==> config.mk <==
export PLATFORM = sky130hd
export DESIGN_NAME = ms_reg_sequencer
export DESIGN_NICKNAME = d
export VERILOG_FILES = /design/src/rtl/ms_seq_pkg.sv /design/src/rtl/sw_debounce.sv /design/src/rtl/ms_reg_sequencer.sv
export SDC_FILE = /design/constraint.sdc
export NUM_CORES = 1
export LEC_CHECK = 0
export BUFFER_PORTS_ARGS = -buffer_cell sky130_fd_sc_hd__buf_2
export CORE_UTILIZATION = 58
export DETAILED_ROUTE_END_ITERATION = 8
export HOLD_SLACK_MARGIN = 0.15
export PLACE_DENSITY_LB_ADDON = 0.15
export SYNTH_ARGS = -nofsm -noshare
export SYNTH_HDL_FRONTEND = slang
export SYNTH_SLANG_ARGS = --single-unit
==> constraint.sdc <==
create_clock -name clk -period 2.6 [get_ports clk]
set_input_delay 0.39 -clock clk [delete_from_list [all_inputs] [get_ports clk]]
set_output_delay 0.39 -clock clk [all_outputs]
set_load 0.01 [all_outputs]
==> src/rtl/ms_seq_pkg.sv <==
// Shared phase encoding and widths for the master/slave register sequencer.
package ms_seq_pkg;

    typedef enum logic [1:0] {
        ST_IDLE   = 2'd0,
        ST_SAMPLE = 2'd1,
        ST_HOLD   = 2'd2,
        ST_XFER   = 2'd3
    } phase_e;

    localparam int unsigned XFER_CNT_W = 8;

endpackage

==> src/rtl/sw_debounce.sv <==
// Switch conditioner: 2-FF synchronizer, stability counter and a one-cycle pulse
// on each debounced rising level.
module sw_debounce #(
    parameter int unsigned DEBOUNCE_CYC = 500000
) (
    input  logic clk,
    input  logic rst_n,
    input  logic raw_i,
    output logic level_o,
    output logic rise_o
);

    localparam int unsigned CNT_W = $clog2(DEBOUNCE_CYC);
    localparam logic [CNT_W-1:0] CNT_MAX = CNT_W'(DEBOUNCE_CYC - 1);

    logic [1:0]       sync_q;
    logic             stable_q, stable_d;
    logic             stable_prev_q;
    logic [CNT_W-1:0] cnt_q, cnt_d;

    // Accept the new level only after DEBOUNCE_CYC consecutive differing samples.
    always_comb begin
        stable_d = stable_q;
        cnt_d    = '0;
        if (sync_q[1] != stable_q) begin
            if (cnt_q == CNT_MAX) begin
                stable_d = sync_q[1];
            end else begin
                cnt_d = cnt_q + CNT_W'(1);
            end
        end
    end

    always_ff @(posedge clk or negedge rst_n) begin
        if (!rst_n) begin
            sync_q        <= '0;
            stable_q      <= 1'b0;
            stable_prev_q <= 1'b0;
            cnt_q         <= '0;
        end else begin
            sync_q        <= {sync_q[0], raw_i};
            stable_q      <= stable_d;
            stable_prev_q <= stable_q;
            cnt_q         <= cnt_d;
        end
    end

    assign level_o = stable_q;
    assign rise_o  = stable_q & ~stable_prev_q;

endmodule

==> src/rtl/ms_reg_sequencer.sv <==
// Phase FSM sequencing a master/slave register pair from a debounced step switch
// or an auto-tick. Define MS_SEQ_XFER_COUNT_EN to enable the completed-transfer counter.
module ms_reg_sequencer
    import ms_seq_pkg::*;
#(
    parameter int unsigned WIDTH        = 4,
    parameter int unsigned DEBOUNCE_CYC = 500000,
    parameter int unsigned TICK_DIV     = 25000000
) (
    input  logic                  clk,
    input  logic                  rst_n,
    input  logic                  step_i,
    input  logic                  auto_i,
    input  logic [WIDTH-1:0]      d_i,
    output logic [WIDTH-1:0]      master_q,
    output logic [WIDTH-1:0]      slave_q,
    output logic                  master_en_o,
    output logic                  slave_en_o,
    output logic [1:0]            state_o,
    output logic [XFER_CNT_W-1:0] xfer_cnt_o
);

    localparam int unsigned TICK_W = $clog2(TICK_DIV);
    localparam logic [TICK_W-1:0] TICK_MAX = TICK_W'(TICK_DIV - 1);

    logic              step_level;
    logic              step_pulse;
    logic [1:0]        auto_sync_q;
    logic              auto_s;
    logic [TICK_W-1:0] tick_cnt_q, tick_cnt_d;
    logic              tick;
    logic              adv;
    phase_e            state_q, state_d;

    sw_debounce #(
        .DEBOUNCE_CYC (DEBOUNCE_CYC)
    ) u_step_db (
        .clk     (clk),
        .rst_n   (rst_n),
        .raw_i   (step_i),
        .level_o (step_level),
        .rise_o  (step_pulse)
    );

    assign auto_s = auto_sync_q[1];
    assign tick   = auto_s && (tick_cnt_q == TICK_MAX);

    // Held at zero while auto is off so the first tick lands a full period later.
    always_comb begin
        tick_cnt_d = '0;
        if (auto_s && !tick) begin
            tick_cnt_d = tick_cnt_q + TICK_W'(1);
        end
    end

    assign adv = auto_s ? tick : step_pulse;

    always_comb begin
        state_d     = state_q;
        master_en_o = 1'b0;
        slave_en_o  = 1'b0;
        unique case (state_q)
            ST_IDLE:   if (adv) state_d = ST_SAMPLE;
            ST_SAMPLE: begin
                master_en_o = 1'b1;
                state_d     = ST_HOLD;
            end
            ST_HOLD:   if (adv) state_d = ST_XFER;
            ST_XFER:   begin
                slave_en_o = 1'b1;
                state_d    = ST_IDLE;
            end
            default:   state_d = ST_IDLE;
        endcase
    end

    always_ff @(posedge clk or negedge rst_n) begin
        if (!rst_n) begin
            auto_sync_q <= '0;
            tick_cnt_q  <= '0;
            state_q     <= ST_IDLE;
            master_q    <= '0;
            slave_q     <= '0;
        end else begin
            auto_sync_q <= {auto_sync_q[0], auto_i};
            tick_cnt_q  <= tick_cnt_d;
            state_q     <= state_d;
            if (state_q == ST_SAMPLE) master_q <= d_i;
            if (state_q == ST_XFER)   slave_q  <= master_q;
        end
    end

    assign state_o = state_q;

`ifdef MS_SEQ_XFER_COUNT_EN
    logic [XFER_CNT_W-1:0] xfer_cnt_q;

    always_ff @(posedge clk or negedge rst_n) begin
        if (!rst_n) begin
            xfer_cnt_q <= '0;
        end else if (state_q == ST_XFER) begin
            xfer_cnt_q <= xfer_cnt_q + XFER_CNT_W'(1);
        end
    end

    assign xfer_cnt_o = xfer_cnt_q;
`else
    assign xfer_cnt_o = '0;
`endif

    // Debounced level is only observed through its rising-edge pulse here.
    logic unused_step_level;
    assign unused_step_level = step_level;

endmodule

==> flow_summary.toml, run 1 <==
[run_status]
outcome = "finished, violations left"
violations = "design-rule violations"

[timing]
final-setup-viol-count = 0
slew_headroom = 0.5357
rsz0062_at_grt = "false"
worst_slew_pin_slew_ps = 690.0
fmax_mhz = 474.4
fin_crit_ps = 2108
drv_slew = 0
hold_violations = 0
whs_ps = 288.0
setup_tns_ps = 0
skew_ps = 5.743
min_period_over_period = 0.8107

[synthesis]
ys_ff_latch = 60
yosys_warnings = 0
synthAdderAreaFrac = 0.03101
synth_xor_area_frac = 0.1272
synthSimpleGateAreaFrac = 0.2175
synth_compound_area_frac = 0.01196
synth_top_family_by_area = "simple AND/OR/NAND/NOR gates"
ys_seq_area_frac = 0.5317
synth.area.mux_share = 0.03988
syn_area_per_cell_sq_um = 10.78
synth_cells = 262
ys_types = 33
synthesis.area_sq_um = 2824

[global_route]
grt-ovfl-total = 0
grt_usage = 0.2170
grt_first_pass_wirelength_um = 8369
grt_pass1_vias = 1875
grt_max_degree = 33
antenna_found_initial = 0

[routing]
met1_length_um = 2193
post-route-drc-count = 2
highest_layer = "met4"
ant_nets = 0
vias = 1872
via_per_inst = 5.318
wire_per_inst_um = 13.61
dr.pass1.iters = 6
wl_met2_um = 2355
wl_met3_um = 139
routed_wl_um = 4789
drtIter0Drc = 70

[placed_design]
io_buffers = 19
dp_hpwl_um = 3304
gp_congestion = 0.7701

[final_layout]
nNetsFinal = 308
drive_above_1_share = 0.1980
regArea_sq_um = 1501
multi_input_area_sq_um = 1237
final_util = 0.6808
area_growth_pct = 13.11
antennaDiodeCount = 0
fill_cells = 366

[floorplan]
core_sq_um = 4692
initial_core_util = 0.6019
die_w_um = 71.78
io_pins = 28
fp.dieH_um = 71.78
num_rows = 25
dieArea_sq_um = 5152

[clock_tree]
root_buffer = "clkbuf_8"
cts_resized = 0
ctsHoldBuffers = 3
postCtsSetupBuffers = 0
clkSinkCount = 60
cts_tree = "yes"
cts_max_level = 3
clock_path_buffers = 2
numCtsBuffers = 9
path_clk_slew_ps = 70
clk_latency_ps = 340

[critical_path]
cp-start-kind = "flop"
cpPeakStageDelay_ps = 470
slowest_stage = "or3b_2"
crit_type = "flop to flop"
cpLargestDelayFamily = "simple AND/OR/NAND/NOR gates"
crit_fanout = 24
worstPathCellList = "or3b_2 -> nor4_1 -> nand3_1 -> nand2_2 -> nor2_1"
end_kind = "flop"
cp_num_buf_inv = 0
cp.required_ps = 2810
arrival_ps = 2310

[run]
maxCapViolations = 0

[power]
seqPwrFrac = 0.498
combPwrFrac = 0.031
peakVddDrop_mv = 0.3842
power_frac_clock = 0.471
power_switching_mw = 0.4098
p_leak_nw = 1.504
intPower_mw = 1.507
powerDensity_nw_per_um2 = 600.1
switching_share = 0.2138

[min_path]
hold_class = "input port to flop"
-- placed cells by master (no fill, tap or decap), types with 3 or more instances in the layout --
cell type / instances
nor2_2: 3
xor2_1: 32
buf_4: 3
clkbuf_8: 13
buf_2: 19
conb_1: 8
nand3_1: 24
nand4_1: 7
xnor2_1: 9
and3_1: 6
nor4_1: 5
dfrtp_1: 60
ha_1: 7
dlygate4sd3_1: 3
mux2_2: 9
nor2_1: 48
inv_1: 5
nand2_1: 16
-- cells in the mapped netlist, drive strengths merged --
library cell | instances | share of area
nor3 | 2 | 0.0035
nor4 | 7 | 0.023
nand4b | 1 | 0.0031
nor3b | 1 | 0.0027
xnor2 | 9 | 0.028
and4 | 1 | 0.0031
inv | 5 | 0.0066
or3b | 1 | 0.0031
buf | 12 | 0.033
mux2 | 10 | 0.040
nand3 | 24 | 0.043
ha | 7 | 0.031
and3 | 6 | 0.013
conb | 1 | 0.0013
or4 | 1 | 0.0040
or2 | 2 | 0.0044
a41oi | 1 | 0.0058
a2bb2oi | 1 | 0.0031
xor2 | 32 | 0.099
nor4b | 1 | 0.0031
o21ai | 1 | 0.0031
nor2 | 51 | 0.070
nand4 | 7 | 0.016
and2 | 1 | 0.0022
dfrtp | 60 | 0.53
nand2 | 17 | 0.023
-- per-stage QoR --
step                instances  setup slack (ps)  power (mW)  cell area (sq um)
floorplan                 269             703.7       1.009               2850
global route              352             283.4       1.989               3194
CTS                       352             438.4       1.945               3194
global placement          333             553.2       1.028               2943
finish                    352             492.2       1.917               3194
detailed placement        333             453.3       1.029               2943
-- routing by layer --
layer	GRT usage	up-vias
met1	0.2631	914
met5	0	-
met4	0.1046	0
met3	0.06329	11
met2	0.3564	23
li1	-	924
-- area by class of cell --
type,instances,share of cell area
Clock buffer,13,0.05601
Tap cell,54,0.02115
Timing Repair Buffer,25,0.04622
Clock inverter,3,0.01332
Multi-Input combinational cell,192,0.3874
Inverter,5,0.005875
Sequential cell,60,0.4700
-- state kept, by name, summed over array words and instances (netlist names) --
signal,count
master_q,4
u_step_db.cnt_q,19
u_step_db.stable_prev_q,1
state_o,2
u_step_db.level_o,1
u_step_db.sync_q,2
auto_sync_q,2
tick_cnt_q,25
slave_q,4
-- logic make-up after synthesis --
kind of cell,after synthesis
AND/OR/NAND/NOR,123
flip-flops,60
XOR/XNOR,41
buffers and inverters,17
multiplexers,10
adder cells (fa/ha/maj),7
AO/OA/AOI/OAI,3
other,1
-- power groups by stage --
stage | clock network (mW) | registers, mW | logic [mW]
after floorplan | 0 | 0.970 | 0.0397
after global placement | 0 | 0.971 | 0.0570
after detailed placement | 0 | 0.971 | 0.0576
after CTS | 0.930 | 0.954 | 0.0610
after global routing | 0.964 | 0.955 | 0.0702
final | 0.904 | 0.954 | 0.0590
-- final timing paths --
path,start,to,slack [ps],cells past startpoint
max,tick_cnt_q[6],tick_cnt_q[10],490,5
min,d_i[0],master_q[0],290,2
max reg2reg,tick_cnt_q[6],tick_cnt_q[10],490,5
min reg2reg,auto_sync_q[0],auto_sync_q[1],350,0
max in group asynchronous,rst_n,u_step_db.cnt_q[7],1490,3
min in group asynchronous,rst_n,tick_cnt_q[5],440,2
Power figures use the tool's default switching activity.
==> inputs of run 2 (changes only) <==
Settings changed: CORE_UTILIZATION 58 to 53.
Clock period 2.6 ns to 1.9 ns, I/O delays scaled along.
==> run 2 against run 1 <==
The flow now finishes without violations. Clock power rose by 47%. Register-to-register slack worse by 440 ps. Clock-buffer cell count unchanged. Total power up 42%. Maximum frequency is 14% higher. Routed wire length grew 1.1%. Largest power group is now clock.
==> flow_summary.toml, run 2 (synthesized netlist as in run 1, its figures left out) <==
[run_status]
outcome = "finished clean"

[timing]
skew_ps = 8.479
min_period_over_period = 0.9721
rsz0062_at_grt = "true"
drv_slew = 0
hold_violations = 0
fmax_mhz = 541.4
fin_crit_ps = 1847
final-setup-viol-count = 0

[critical_path]
crit_fanout = 3
timing.rr.end = "state_o[1]"
slowest_stage = "or3b_4"
cpPeakStageDelay_ps = 410
arrival_ps = 2070
cp-start-kind = "flop"
crit_type = "flop to flop"
cp.required_ps = 2130
r2r-start = "tick_cnt_q[23]"
r2r_cells = 6
cp_num_buf_inv = 1
reg2reg_slack_ps = 50
end_kind = "flop"
cpLargestDelayFamily = "simple AND/OR/NAND/NOR gates"
worstPathCellList = "or3b_4 -> nor4_2 -> buf_4 -> a41oi_2 -> o21ai_2 -> mux2_4"

[floorplan]
num_rows = 26
core_sq_um = 5107
die_w_um = 75.00
dieArea_sq_um = 5624
io_pins = 28
fp.dieH_um = 75.00
initial_core_util = 0.5529

[routing]
via_per_inst = 4.940
dr.pass1.iters = 4
post-route-drc-count = 0
wire_per_inst_um = 12.57
vias = 1902
ant_nets = 0
drtIter0Drc = 69
routed_wl_um = 4841

[placed_design]
dp_hpwl_um = 3287
io_buffers = 19
placed_area_sq_um = 3120
dp.cells = 365
gp_congestion = 0.8158

[clock_tree]
numCtsBuffers = 9
path_clk_slew_ps = 70
clk_latency_ps = 340
clock_path_buffers = 2
clkSinkCount = 60
cts_max_level = 3
cts_tree = "yes"
root_buffer = "clkbuf_8"

[power]
p_leak_nw = 1.613
power_frac_clock = 0.487
power_switching_mw = 0.5561
seqPwrFrac = 0.477
powerDensity_nw_per_um2 = 801.7
combPwrFrac = 0.036
intPower_mw = 2.175
peakVddDrop_mv = 0.6947
switching_share = 0.2036

[min_path]
hold_depth = 2
hold-path-endpoint = "master_q[0]"
hold_class = "input port to flop"
min_from = "d_i[0]"

[final_layout]
drive_above_1_share = 0.2444
layout_common_cells = "dfrtp_1, nor2_1, xor2_1"
area_growth_pct = 20.65
fin_area_sq_um = 3407
nNetsFinal = 325
stdcell_count = 385
largest_reg_flops = 25
final_common_cell = "dfrtp_1"
reg_top3 = "tick_cnt_q x25, u_step_db.cnt_q x19"
largest-register = "tick_cnt_q"
antennaDiodeCount = 0

[global_route]
grt_pass1_vias = 1812
antenna_found_initial = 0
grt-ovfl-total = 0
grt_first_pass_wirelength_um = 8217
grt_usage = 0.2063
grt_max_degree = 26

[run]
maxCapViolations = 0
==> run 2: cell types whose count changed in the layout (fill, tap and decap cells not counted), sizes merged <==
| cell | previous run | this run |
|---|---|---|
| clkinv | 1 | 0 |
| buf | 22 | 39 |
| bufinv | 1 | 2 |
==> run 2: cell type report <==
class                      count  area, sq um
fill                         424         1700
inverter                       5        18.77
timing repair buffer          42        312.8
clock buffer                  13        168.9
tap                           70        87.58
clock inverter                 3        67.56
multi-input combinational    192         1250
sequential                    60         1501
==> run 2: worst register-to-register path, cell delays in order, from the launching register on <==
cell,delay [ps]
dfrtp_1,390
or3b_4,410
nor4_2,260
buf_4,160
a41oi_2,100
o21ai_2,110
mux2_4,310
==> run 2: how the worst max path moves through the flow <==
stage            endpoint  slack, ps  depth (start not counted)           start
2_1_floorplan  state_o[1]          4                          5   tick_cnt_q[9]
3_3_place_gp   state_o[1]         50                          5   tick_cnt_q[9]
3_5_place_dp   state_o[1]          2                          5   tick_cnt_q[9]
4_1_cts        state_o[1]          3                          6   tick_cnt_q[6]
5_1_grt        state_o[1]        -50                          6  tick_cnt_q[23]
6_report       state_o[1]         50                          6  tick_cnt_q[23]
==> run 2: timing repair <==
action | 4_1_cts | 5_1_grt
pin swaps | 2 | 3
hold buffers | 3 | 0
setup buffers | 0 | 1
gates resized for setup | 0 | 3
setup endpoints to repair | 1 | 1
endpoints found under the hold margin | 19 | 0
==> run 2: metrics by stage <==
| step | TNS (ps) | utilization | hold slack, ps | worst slack, ps | power, mW |
|---|---|---|---|---|---|
| after floorplan | 0 | - | -10.59 | 3.694 | 1.381 |
| after global placement | 0 | 0.6110 | 254.7 | 50.32 | 1.422 |
| after detailed placement | 0 | 0.6110 | 258.3 | 1.994 | 1.423 |
| after CTS | 0 | 0.6632 | 152.9 | 2.995 | 2.780 |
| after global routing | -49.14 | 0.6671 | 152.6 | -49.14 | 2.843 |
| final | 0 | 0.6671 | 177.6 | 53.04 | 2.731 |
==> run 2: power by group through the flow <==
stage | Sequential (mW) | Combinational [mW] | Clock, mW
4_1_cts | 1.30 | 0.100 | 1.38
2_1_floorplan | 1.33 | 0.0544 | 0
3_3_place_gp | 1.33 | 0.0943 | 0
3_5_place_dp | 1.33 | 0.0954 | 0
6_report | 1.30 | 0.0973 | 1.33
5_1_grt | 1.31 | 0.113 | 1.42
==> run 2: per-layer routing <==
metal | track usage | vias up | wire (um)
met5 | 0 | - | 0
met4 | 0.1006 | 0 | 73
met3 | 0.08969 | 6 | 179
met2 | 0.3093 | 31 | 2322
li1 | - | 953 | -
met1 | 0.2564 | 912 | 2265
==> inputs of run 3 (changes only) <==
Settings changed: SYNTH_HIERARCHICAL set to 1.
==> run 3 against run 2 <==
Synthesized cell count grew 8.4%. Non-clock buffer count grew 19. Sequential share of layout area shrank 3.5 points. Total power shrank 5.0%. Routed wire length grew 22%. Critical path depth shrank 1. Largest power group is now sequential cells.
==> flow_summary.toml, run 3 <==
[synthesis]
yosysTopAreaCellShare = 0.5065
yosys_warnings = 6
synth_top_area_cell = "dfrtp_1"
ys_seq_area_frac = 0.5065
synth-async-reset-ratio = 1.000
ys_types = 38
synthFlopType = "dfrtp_1"
ys_ff_latch = 60
synth_cells = 284
synth_edf_count = 0
synth.area.top_cells = "dfrtp_1, xnor2_1, nor2_1"
syn_area_per_cell_sq_um = 10.44
synth_common_cells = "dfrtp_1, nor2_1, xnor2_1, nand2_1, nand3_1"
synth_most_common_cell = "dfrtp_1"
synthesis.area_sq_um = 2964

[critical_path]
cp.required_ps = 2170
end_kind = "flop"
crit_fanout = 4
crit_type = "flop to flop"
cp-start-kind = "flop"
arrival_ps = 2130

[final_layout]
final_util = 0.7066
largest_reg_flops = 25
largest-register = "tick_cnt_q"
reg_top3 = "tick_cnt_q x25, u_step_db/cnt_q x19"
drive_above_1_share = 0.2910
area_growth_pct = 24.86
antennaDiodeCount = 0
final_common_cell = "dfrtp_1"
nNetsFinal = 364
layout_common_cells = "dfrtp_1, nor2_1, buf_4"

[placed_design]
io_buffers = 19
dp_hpwl_um = 4108
gp_congestion = 0.8351
post-place-ws_ps = -71.12

[clock_tree]
cts_tree = "yes"
clkSinkCount = 60
clock_path_buffers = 2
numCtsBuffers = 9
cts_max_level = 3
root_buffer = "clkbuf_8"
path_clk_slew_ps = 70
clk_latency_ps = 330

[global_route]
grt_pass1_vias = 2246
grt_max_degree = 23
grt-ovfl-total = 0
use_met2 = 0.3348
gr-usage-met3 = 0.05952
busiest_layer = "met2"
globalRouteMet1Util = 0.3002
grt_usage = 0.2197
antenna_found_initial = 0
grt_first_pass_wirelength_um = 10160

[timing]
final-setup-viol-count = 0
fin_crit_ps = 1869
slew_headroom = 0.6611
fin_ws_ps = 31.22
fmax_mhz = 535.1
worst_slew_pin_slew_ps = 508.3
rsz0062_at_grt = "true"
drv_slew = 0
skew_ps = 9.588
hold_violations = 0
min_period_over_period = 0.9836

[routing]
vias = 2266
dr.pass1.iters = 4
routed_wl_um = 5913
drtIter0Drc = 110
ant_nets = 0
post-route-drc-count = 0
via_per_inst = 5.344
wire_per_inst_um = 13.95

[floorplan]
fp.dieH_um = 76.79
num_rows = 26
dieArea_sq_um = 5896
initial_core_util = 0.5659
core_sq_um = 5238
io_pins = 28
die_w_um = 76.79

[run]
maxCapViolations = 0

[min_path]
hold_class = "input port to flop"

[power]
p_leak_nw = 1.631
peakVddDrop_mv = 0.4474
powerDensity_nw_per_um2 = 700.8

[run_status]
outcome = "finished clean"
==> run 3: layout make-up <==
class                           count  area, sq um
Multi-Input combinational cell    205         1414
Clock inverter                      4        47.55
Sequential cell                    60         1501
Clock buffer                       12        155.1
Timing Repair Buffer               61        450.4
Inverter                           12        45.04
Fill cell                         380         1536
Tap cell                           70        87.58
==> run 3: power by group <==
| group | internal, mW | switching (mW) | total (mW) | leakage [nW] |
|---|---|---|---|---|
| clock | 0.673 | 0.491 | 1.16 | 0.102 |
| combinational | 0.0522 | 0.0747 | 0.127 | 0.704 |
| sequential | 1.29 | 0.0112 | 1.30 | 0.824 |
==> run 3: worst paths after layout <==
kind,start,to,slack (ps),cells past startpoint
max in group asynchronous,rst_n,tick_cnt_q[10],960,3
min in group asynchronous,rst_n,u_step_db/cnt_q[15],450,2
max,tick_cnt_q[0],tick_cnt_q[22],30,5
min,d_i[1],master_q[1],180,2
max reg2reg,tick_cnt_q[0],tick_cnt_q[22],30,5
min reg2reg,auto_sync_q[0],auto_sync_q[1],350,0
==> run 3: worst max-delay path, stage by stage (launching register included) <==
cell,delay [ps]
dfrtp_1,360
ha_2,190
nand4_1,120
or4_4,530
or4_4,500
a21oi_2,120
==> run 3: routing by layer <==
metal	part of all wire	routed length [um]
met5	0	0
met4	0.013	78
met3	0.044	260
met2	0.45	2670
met1	0.49	2904
==> run 3: repair_timing <==
item	4_1_cts	5_1_grt
setup endpoints to repair	4	19
pin swaps	0	6
hold buffers	3	0
hold endpoints to repair	20	0
buffers inserted	1	2
gates resized for setup	1	15
==> run 3: stage by stage <==
stage / power, mW / hold WS (ps) / std cells / setup TNS, ps / area, sq um
floorplan: 1.384 / -10.59 / 291 / -313.5 / 2999
global placement: 1.444 / 273.9 / 402 / -42.30 / 3382
detailed placement: 1.448 / 279.8 / 402 / -174.0 / 3382
CTS: 2.618 / 169.6 / 422 / -20.97 / 3626
global route: 2.695 / 170.9 / 424 / -150.3 / 3701
finish: 2.594 / 182.1 / 424 / 0 / 3701
==> run 3: kinds of logic (layout without fill, tap and decap cells) <==
logic type | Yosys count | after routing | share of synthesized area
buffers and inverters | 26 | 89 | 0.04516
AO/OA/AOI/OAI | 29 | 29 | 0.06290
other | 1 | 8 | 0.001265
flip-flops | 60 | 60 | 0.5065
adder cells (fa/ha/maj) | 7 | 7 | 0.02955
XOR/XNOR | 29 | 29 | 0.08569
multiplexers | 11 | 11 | 0.04137
AND/OR/NAND/NOR | 121 | 121 | 0.2275
